<file path="config.mk">
export PLATFORM = sky130hd
export DESIGN_NAME = bitrev_output_buffer
export DESIGN_NICKNAME = d
export VERILOG_FILES = /design/src/rtl/bitrev_output_buffer.sv
export SDC_FILE = /design/constraint.sdc
export NUM_CORES = 2
export LEC_CHECK = 0
export ABC_AREA = 1
export CAP_MARGIN = 5
export CORE_MARGIN = 3
export CORE_UTILIZATION = 52
export CTS_CLUSTER_DIAMETER = 200
export DETAILED_ROUTE_END_ITERATION = 8
export HOLD_SLACK_MARGIN = 0.08
export PLACE_DENSITY = 0.7
export SETUP_SLACK_MARGIN = 0.02
export SYNTH_ARGS = -nofsm -noshare
export SYNTH_HDL_FRONTEND = slang
export SYNTH_SLANG_ARGS = --single-unit
</file>
<file path="constraint.sdc">
create_clock -name clk -period 4.1 [get_ports clk]
set_clock_uncertainty 0.15 [all_clocks]
set_input_delay 0.41 -clock clk [delete_from_list [all_inputs] [get_ports clk]]
set_output_delay 0.41 -clock clk [all_outputs]
set_load 0.02 [all_outputs]
</file>
<file path="src/rtl/bitrev_output_buffer.sv">
// Ping-pong reorder buffer: bit-reversed FFT frames in, natural order out.
// Define BITREV_BYPASS_EN to add a per-frame `bypass` port (natural-order write).
module bitrev_output_buffer #(
  parameter int ADDR_WIDTH = 5,
  parameter int DATA_WIDTH = 32
) (
  input  logic                  clk,
  input  logic                  rst_n,
  input  logic                  in_valid,
  output logic                  in_ready,
  input  logic [DATA_WIDTH-1:0] in_data,
`ifdef BITREV_BYPASS_EN
  input  logic                  bypass,
`endif
  output logic                  out_valid,
  input  logic                  out_ready,
  output logic [DATA_WIDTH-1:0] out_data,
  output logic [ADDR_WIDTH-1:0] out_idx,
  output logic                  out_last
);

  localparam int N = 1 << ADDR_WIDTH;

  typedef logic [ADDR_WIDTH-1:0] addr_t;

  logic [DATA_WIDTH-1:0] mem [2][N];

  logic       wbank;
  logic       rbank;
  addr_t      wcnt;
  addr_t      rcnt;
  logic [1:0] full;
  logic [1:0] full_d;

  logic  in_fire;
  logic  out_fire;
  logic  wr_last;
  logic  rd_last;
  addr_t waddr;

  function automatic addr_t bitrev(input addr_t x);
    addr_t r;
    r = '0;
    for (int i = 0; i < ADDR_WIDTH; i++) begin
      r[i] = x[ADDR_WIDTH-1-i];
    end
    return r;
  endfunction

  assign in_fire  = in_valid && in_ready;
  assign out_fire = out_valid && out_ready;
  assign wr_last  = in_fire && (wcnt == '1);
  assign rd_last  = out_fire && (rcnt == '1);

`ifdef BITREV_BYPASS_EN
  logic byp_q;
  logic byp_eff;

  // First sample of a frame uses the live pin; the rest use the held copy.
  assign byp_eff = (wcnt == '0) ? bypass : byp_q;
  assign waddr   = byp_eff ? wcnt : bitrev(wcnt);

  always_ff @(posedge clk or negedge rst_n) begin
    if (!rst_n) begin
      byp_q <= 1'b0;
    end else if (in_fire && (wcnt == '0)) begin
      byp_q <= bypass;
    end
  end
`else
  assign waddr = bitrev(wcnt);
`endif

  // Sample storage carries no reset; contents are don't-care until written.
  always_ff @(posedge clk) begin
    if (in_fire) begin
      mem[wbank][waddr] <= in_data;
    end
  end

  always_ff @(posedge clk or negedge rst_n) begin
    if (!rst_n) begin
      wbank <= 1'b0;
      wcnt  <= '0;
    end else if (in_fire) begin
      wcnt <= wcnt + 1'b1;
      if (wr_last) begin
        wbank <= ~wbank;
      end
    end
  end

  always_ff @(posedge clk or negedge rst_n) begin
    if (!rst_n) begin
      rbank <= 1'b0;
      rcnt  <= '0;
    end else if (out_fire) begin
      rcnt <= rcnt + 1'b1;
      if (rd_last) begin
        rbank <= ~rbank;
      end
    end
  end

  // Per-bank EMPTY/FULL state
  always_ff @(posedge clk or negedge rst_n) begin
    if (!rst_n) begin
      full <= 2'b00;
    end else begin
      full <= full_d;
    end
  end

  // Write and read always target different banks, so both updates apply.
  always_comb begin
    full_d = full;
    if (wr_last) begin
      full_d[wbank] = 1'b1;
    end
    if (rd_last) begin
      full_d[rbank] = 1'b0;
    end
  end

  always_comb begin
    in_ready  = !full[wbank];
    out_valid = full[rbank];
    out_last  = full[rbank] && (rcnt == '1);
  end

  assign out_data = mem[rbank][rcnt];
  assign out_idx  = rcnt;

endmodule

</file>
[After elaboration in Yosys (flattened, before gate mapping)]
Memories as Yosys holds them, arrays and structs flattened.
Cells that the tools add are included.
Operators by class
  equal/unequal tests: 2
  muxes and demuxes: 17
  add/sub/neg operators: 2
  bitwise gates (word level): 7
  reduce and logical (&&, ||, !) cells: 11
  magnitude comparators: 7
Operators by type and width (number)
  1024-bit two-way mux: 1
  32-bit binary-select mux with 5-bit select: 1
  32-bit demux with 5-bit select: 1
  32-bit two-way mux: 3
  6-bit >= comparator (second input constant): 2
  5-bit NOT with 6-bit output: 2
  5-bit by 1-bit adder with 5-bit output (second input constant): 2
  5-bit equality test (second input constant): 2
  1-bit logical AND: 8
  1-bit two-way mux: 7
  6-bit by 1-bit less-than comparator with 1-bit output (second input constant): 1
  1-bit by 2-bit less-than comparator with 1-bit output (second input constant): 2
  2-bit two-way mux: 2
  2-bit AND reduction: 2
  2-bit AND: 1
  1-bit demux with 1-bit select: 2
  1-bit >= comparator (second input constant): 2
  1-bit NOT: 2
  2-bit NOT: 1
  2-bit OR: 1
  1-bit zero test: 1
Word-level totals
  logic and storage cells: 52
  flip-flop bits (word level): 14
  memory bits (writable): 2048
  memories kept: 1
  input bits: 36
Memory list
  mem: depth 2, bits a word 1024, rd ports 1, clocked after memory_dff 0, write ports 1, RTL line 26  | logic [DATA_WIDTH-1:0] mem [2][N];

[Longest topological paths before layout]
  depth after elaboration: 8
  gate-level depth with buffers: 12
  mapped depth without buffers: 9

[Worst setup path before layout]
OpenSTA, ideal clock, no wires.
  kind: flip-flop to flip-flop
  start point: register wbank
  end point: memory mem[0][192] (netlist bit) (enable)
  period minus slack after synthesis: 4.426 ns
  setup slack: -0.326 ns
  arrival time: 3.815 ns
  path buffers: 2
  stages on the path, launching flop included: 8
  data required time: 3.489 ns
  cells stage by stage: dfrtp_1 buf_2 o21ai_1 nand2_1 clkinv_1 nand3_2 buf_2 nor3_1
Between the ends
  cells in the longest elaborated chain, start to end: 6
RTL lines
  start, declared: RTL line 28  | logic wbank;
  start signal, assigned: RTL line 88  | wbank <= ~wbank;
  1-bit two-way mux (implied by the code) (2 in series): RTL line 126  | in_ready = !full[wbank];
  1-bit zero test: RTL line 126
  net in_ready: RTL line 10  | output logic in_ready,
  1-bit logical AND: RTL line 50  | assign in_fire = in_valid && in_ready;
  1-bit two-way mux: RTL line 76  | if (in_fire) begin
  1024-bit two-way mux (implied by the code): RTL line 77  | mem[wbank][waddr] <= in_data;
  end, declared: RTL line 26
The timed path passes the listed nets, and every way through them passes these cells. The select of a mux whose other input is x is not followed.

[Final worst setup path]
  start point: register rbank
  end point: output port out_data[15]
Between the ends
  cells in the longest elaborated chain, start to end: 4
RTL lines
  start, declared: RTL line 29  | logic rbank;
  start signal, assigned: RTL line 100  | rbank <= ~rbank;
  memory read 2 x 1024 bit
  32-bit binary-select mux with 5-bit select: RTL line 131  | assign out_data = mem[rbank][rcnt];
  32-bit two-way mux (implied by the code) (2 in series): RTL line 131
  end, declared: RTL line 17  | output logic [DATA_WIDTH-1:0] out_data,
No other way between the ends. The select of a mux whose other input is x is not followed.

==> out/qor.yml <==
cts:
  clock_sinks: 2062
  clk_path_buf_depth: 3
  clkTransAtPathRegs_ns: 0.06
  cts_root_buf: "clkbuf_16"
  htree_levels: 4
  insertion_delay_ns: 0.81
  cts_buffers: 200
  cts_tree: "done"
cells_and_area:
  final_area_um2: 94100
  syn_to_final_growth_pct: 13.8
  nets: 6943
  fillers: 11900
  finalNonFillerCells: 9130
  drive_above_1_share_pct: 9.22
timing:
  finalSetupViolCount: 0
  fin_crit_ns: 4.08
  tightestPinTransition_ns: 1.29
  slew_headroom_pct: 14.0
  slew_viol_final: 0
  rsz0062_at_grt: "yes"
  fin_crit_sh_pct: 99.6
  whs_ns: 0.146
  hold_viol: 0
  fmax_ghz: 0.245
synth:
  synth.avg_cell_area_um2: 12.1
  synth_seq_cells: 2062
  syn_nets: 6881
  synth_area_um2: 82700
  ys_types: 23
  synth_flop_cell: "edfxtp_1"
  async_flop_share_pct: 0.679
  synth_area_leaders: "edfxtp_1, nand3_1, nand2_1"
  synth_edf_count: 2048
  synth_sequential_area_ratio_pct: 74.8
  synth_top_cell_area_share_pct: 74.4
  ys_warn_count: 0
  yosys.area.top_type: "edfxtp_1"
  synthCells: 6836
worst_setup_path:
  path_class: "reg2out"
  rr_worst_depth: 8
  cp.required_ns: 3.54
  critPathLaunchType: "register"
  reg2reg_slack_ns: 0.81
  r2r_start: "wbank$_DFFE_PN0P_"
  end_kind: "primary output"
  path_max_fanout: 53
  worstReg2RegEnd: "mem[0][669]$_DFFE_PP_"
  arrival_ns: 3.52
hold_path:
  min_path_cells: 2
  hold_end: "mem[0][230]$_DFFE_PP_"
  hp-class: "in2reg"
  hold_start: "in_data[6]"
placed_design:
  gp_congestion: 0.820
  dpl.cell_count: 8721
  postPlaceCellArea_um2: 87000
  port_buffers: 75
  place_hpwl_um: 118000
floorplan:
  io_pins: 76
  die_height_um: 405
  num_rows: 145
  dieArea_um2: 164000
  coreArea_um2: 157000
  die_x_um: 405
  initial_utilization_pct: 52.6
global_route:
  busiest_layer: "met2"
  grt_max_degree: 138
  grtUsageMet3_pct: 6.43
  grt_pass1_vias: 53400
  grt_util_met1_pct: 39.9
  grt_pass1_wl_um: 349000
  grt_use_met2_pct: 45.4
  track_usage_pct: 29.1
  grt_overflow: 0
  antenna_found_initial: 15
route:
  avgRoutedWirePerCell_um: 26.4
  drc: 0
  first_pass_iters: 7
  wirelength_um: 241000
  viasPerCell: 6.14
  drt_iter0_markers: 7320
  antenna_left: 0
  vias: 56000
power:
  peakVddDrop_uv: 542
  p_leak_nw: 33.2
  p_per_area_nw_per_um2: 683
run_status:
  status: "finished, final reports clean"
job:
  drv_cap: 0
## state kept, by name (all words and copies together) (netlist names)
| name | cells |
|---|---|
| wcnt | 5 |
| mem | 2048 |
| rbank | 1 |
| out_idx | 5 |
| wbank | 1 |
| full | 2 |
## cell usage in the layout, fill, tap and decap left out, drive strengths merged, types with 2 or more instances in the layout
| cell type | netlist | layout |
|---|---|---|
| ha | 9 | 9 |
| a21oi | 2 | 2 |
| dlygate4sd2 | 0 | 10 |
| nor2 | 16 | 16 |
| o21ai | 6 | 6 |
| clkinv | 3 | 97 |
| xor2 | 7 | 7 |
| bufbuf | 0 | 10 |
| nand2 | 2303 | 2303 |
| edfxtp | 2048 | 2048 |
| nand3 | 1887 | 1887 |
| dlygate4sd3 | 0 | 7 |
| clkinvlp | 0 | 7 |
| clkdlybuf4s50 | 0 | 13 |
| clkbuf | 146 | 259 |
| dfrtp | 14 | 14 |
| buf | 311 | 268 |
| dlymetal6s2s | 0 | 3 |
| nor3 | 59 | 59 |
| bufinv | 0 | 8 |
| diode | 0 | 8 |
| inv | 22 | 28 |
## worst max path at each step
| stage | slack, ns | start | endpoint | cells after the start |
|---|---|---|---|---|
| 6_report | 0.02 | rbank$_DFFE_PN0P_ | out_data[15] | 12 |
| 3_3_place_gp | 0.58 | rbank$_DFFE_PN0P_ | out_data[31] | 11 |
| 5_1_grt | -0.16 | rbank$_DFFE_PN0P_ | out_data[6] | 12 |
| 3_5_place_dp | 0.55 | rbank$_DFFE_PN0P_ | out_data[26] | 12 |
| 2_1_floorplan | -0.33 | wbank$_DFFE_PN0P_ | mem[0][192]$_DFFE_PP_ | 7 |
| 4_1_cts | -0.09 | rbank$_DFFE_PN0P_ | out_data[31] | 12 |
## cell type report
type                       instances  area [µm²]  area share, %
sequential                      2062       61900           65.7
clock inverter                   113         785          0.833
tap                             2058        2570           2.74
inverter                          25         159          0.169
timing repair inverter             2        17.5         0.0186
clock buffer                     255        5350           5.68
timing repair buffer             315        4290           4.55
antenna                            8        20.0         0.0213
multi-input combinational       4292       19100           20.3
## what timing repair did
action | CTS | global route
buffers inserted | 9 | 0
endpoints found under the setup margin | 33 | 23
hold buffers | 7 | 0
hold endpoints to repair | 129 | 0
resized for setup | 55 | 28
gates cloned | 13 | 4
## routing by layer
layer	share of wire [%]	routed length, µm	vias to the layer above
li1	-	-	24500
met1	38	90300	27400
met2	46	111000	3490
met3	12	29500	629
met4	4.1	9800	14
met5	0.036	86	-
## stage by stage
stage	setup TNS, ns	utilization (%)	setup WS, ns	power, mW
global route	-0.343	59.9	-0.156	67.0
finish	0	59.9	0.0161	64.3
CTS	-0.192	59.8	-0.0894	63.8
global placement	0	55.4	0.576	45.4
floorplan	-425.13	-	-0.326	37.4
detailed placement	0	55.4	0.552	45.7
## cell families (layout without fill, tap and decap cells)
group / Yosys count / count (layout) / share of synthesized area, %
DFF: 2062 / 2062 / 74.8
other: 0 / 8 / 0
xor gates and xnor gates: 7 / 7 / 0.0741
adders and majority gates: 9 / 9 / 0.136
AOI/OAI and AO/OA: 9 / 9 / 0.0560
buffers and inverters: 482 / 710 / 2.63
and+or+nand+nor: 4267 / 4267 / 22.3
## power by group
group	switching, mW	internal (mW)
registers	0.198	23.6
logic	16.1	7.01
clock network	7.70	9.68
## worst max-delay path, cell delays in order, from the launching register on
cell and delay, ns:
dfrtp_4 0.43, buf_4 0.26, buf_4 0.29, buf_16 0.29, nand2_1 0.08, nand3_1 0.10
nand3_1 0.09, nand2_1 0.08, nand2_1 0.05, nand3_1 0.11, nand3_2 0.15, nand2_1 0.14
clkdlybuf4s50_1 0.60
## synthesized netlist by cell type (4+ instances only)
master    number
edfxtp_1    2048
nand2_1     2303
buf_2        254
buf_4         12
inv_1         19
dfrtp_1       14
ha_1           9
clkbuf_1     146
o21ai_0        4
nor3_1        59
nor2_1        16
nand3_1     1886
xor2_1         7
buf_1         45
Note: power is estimated with default switching activity, not from simulation.
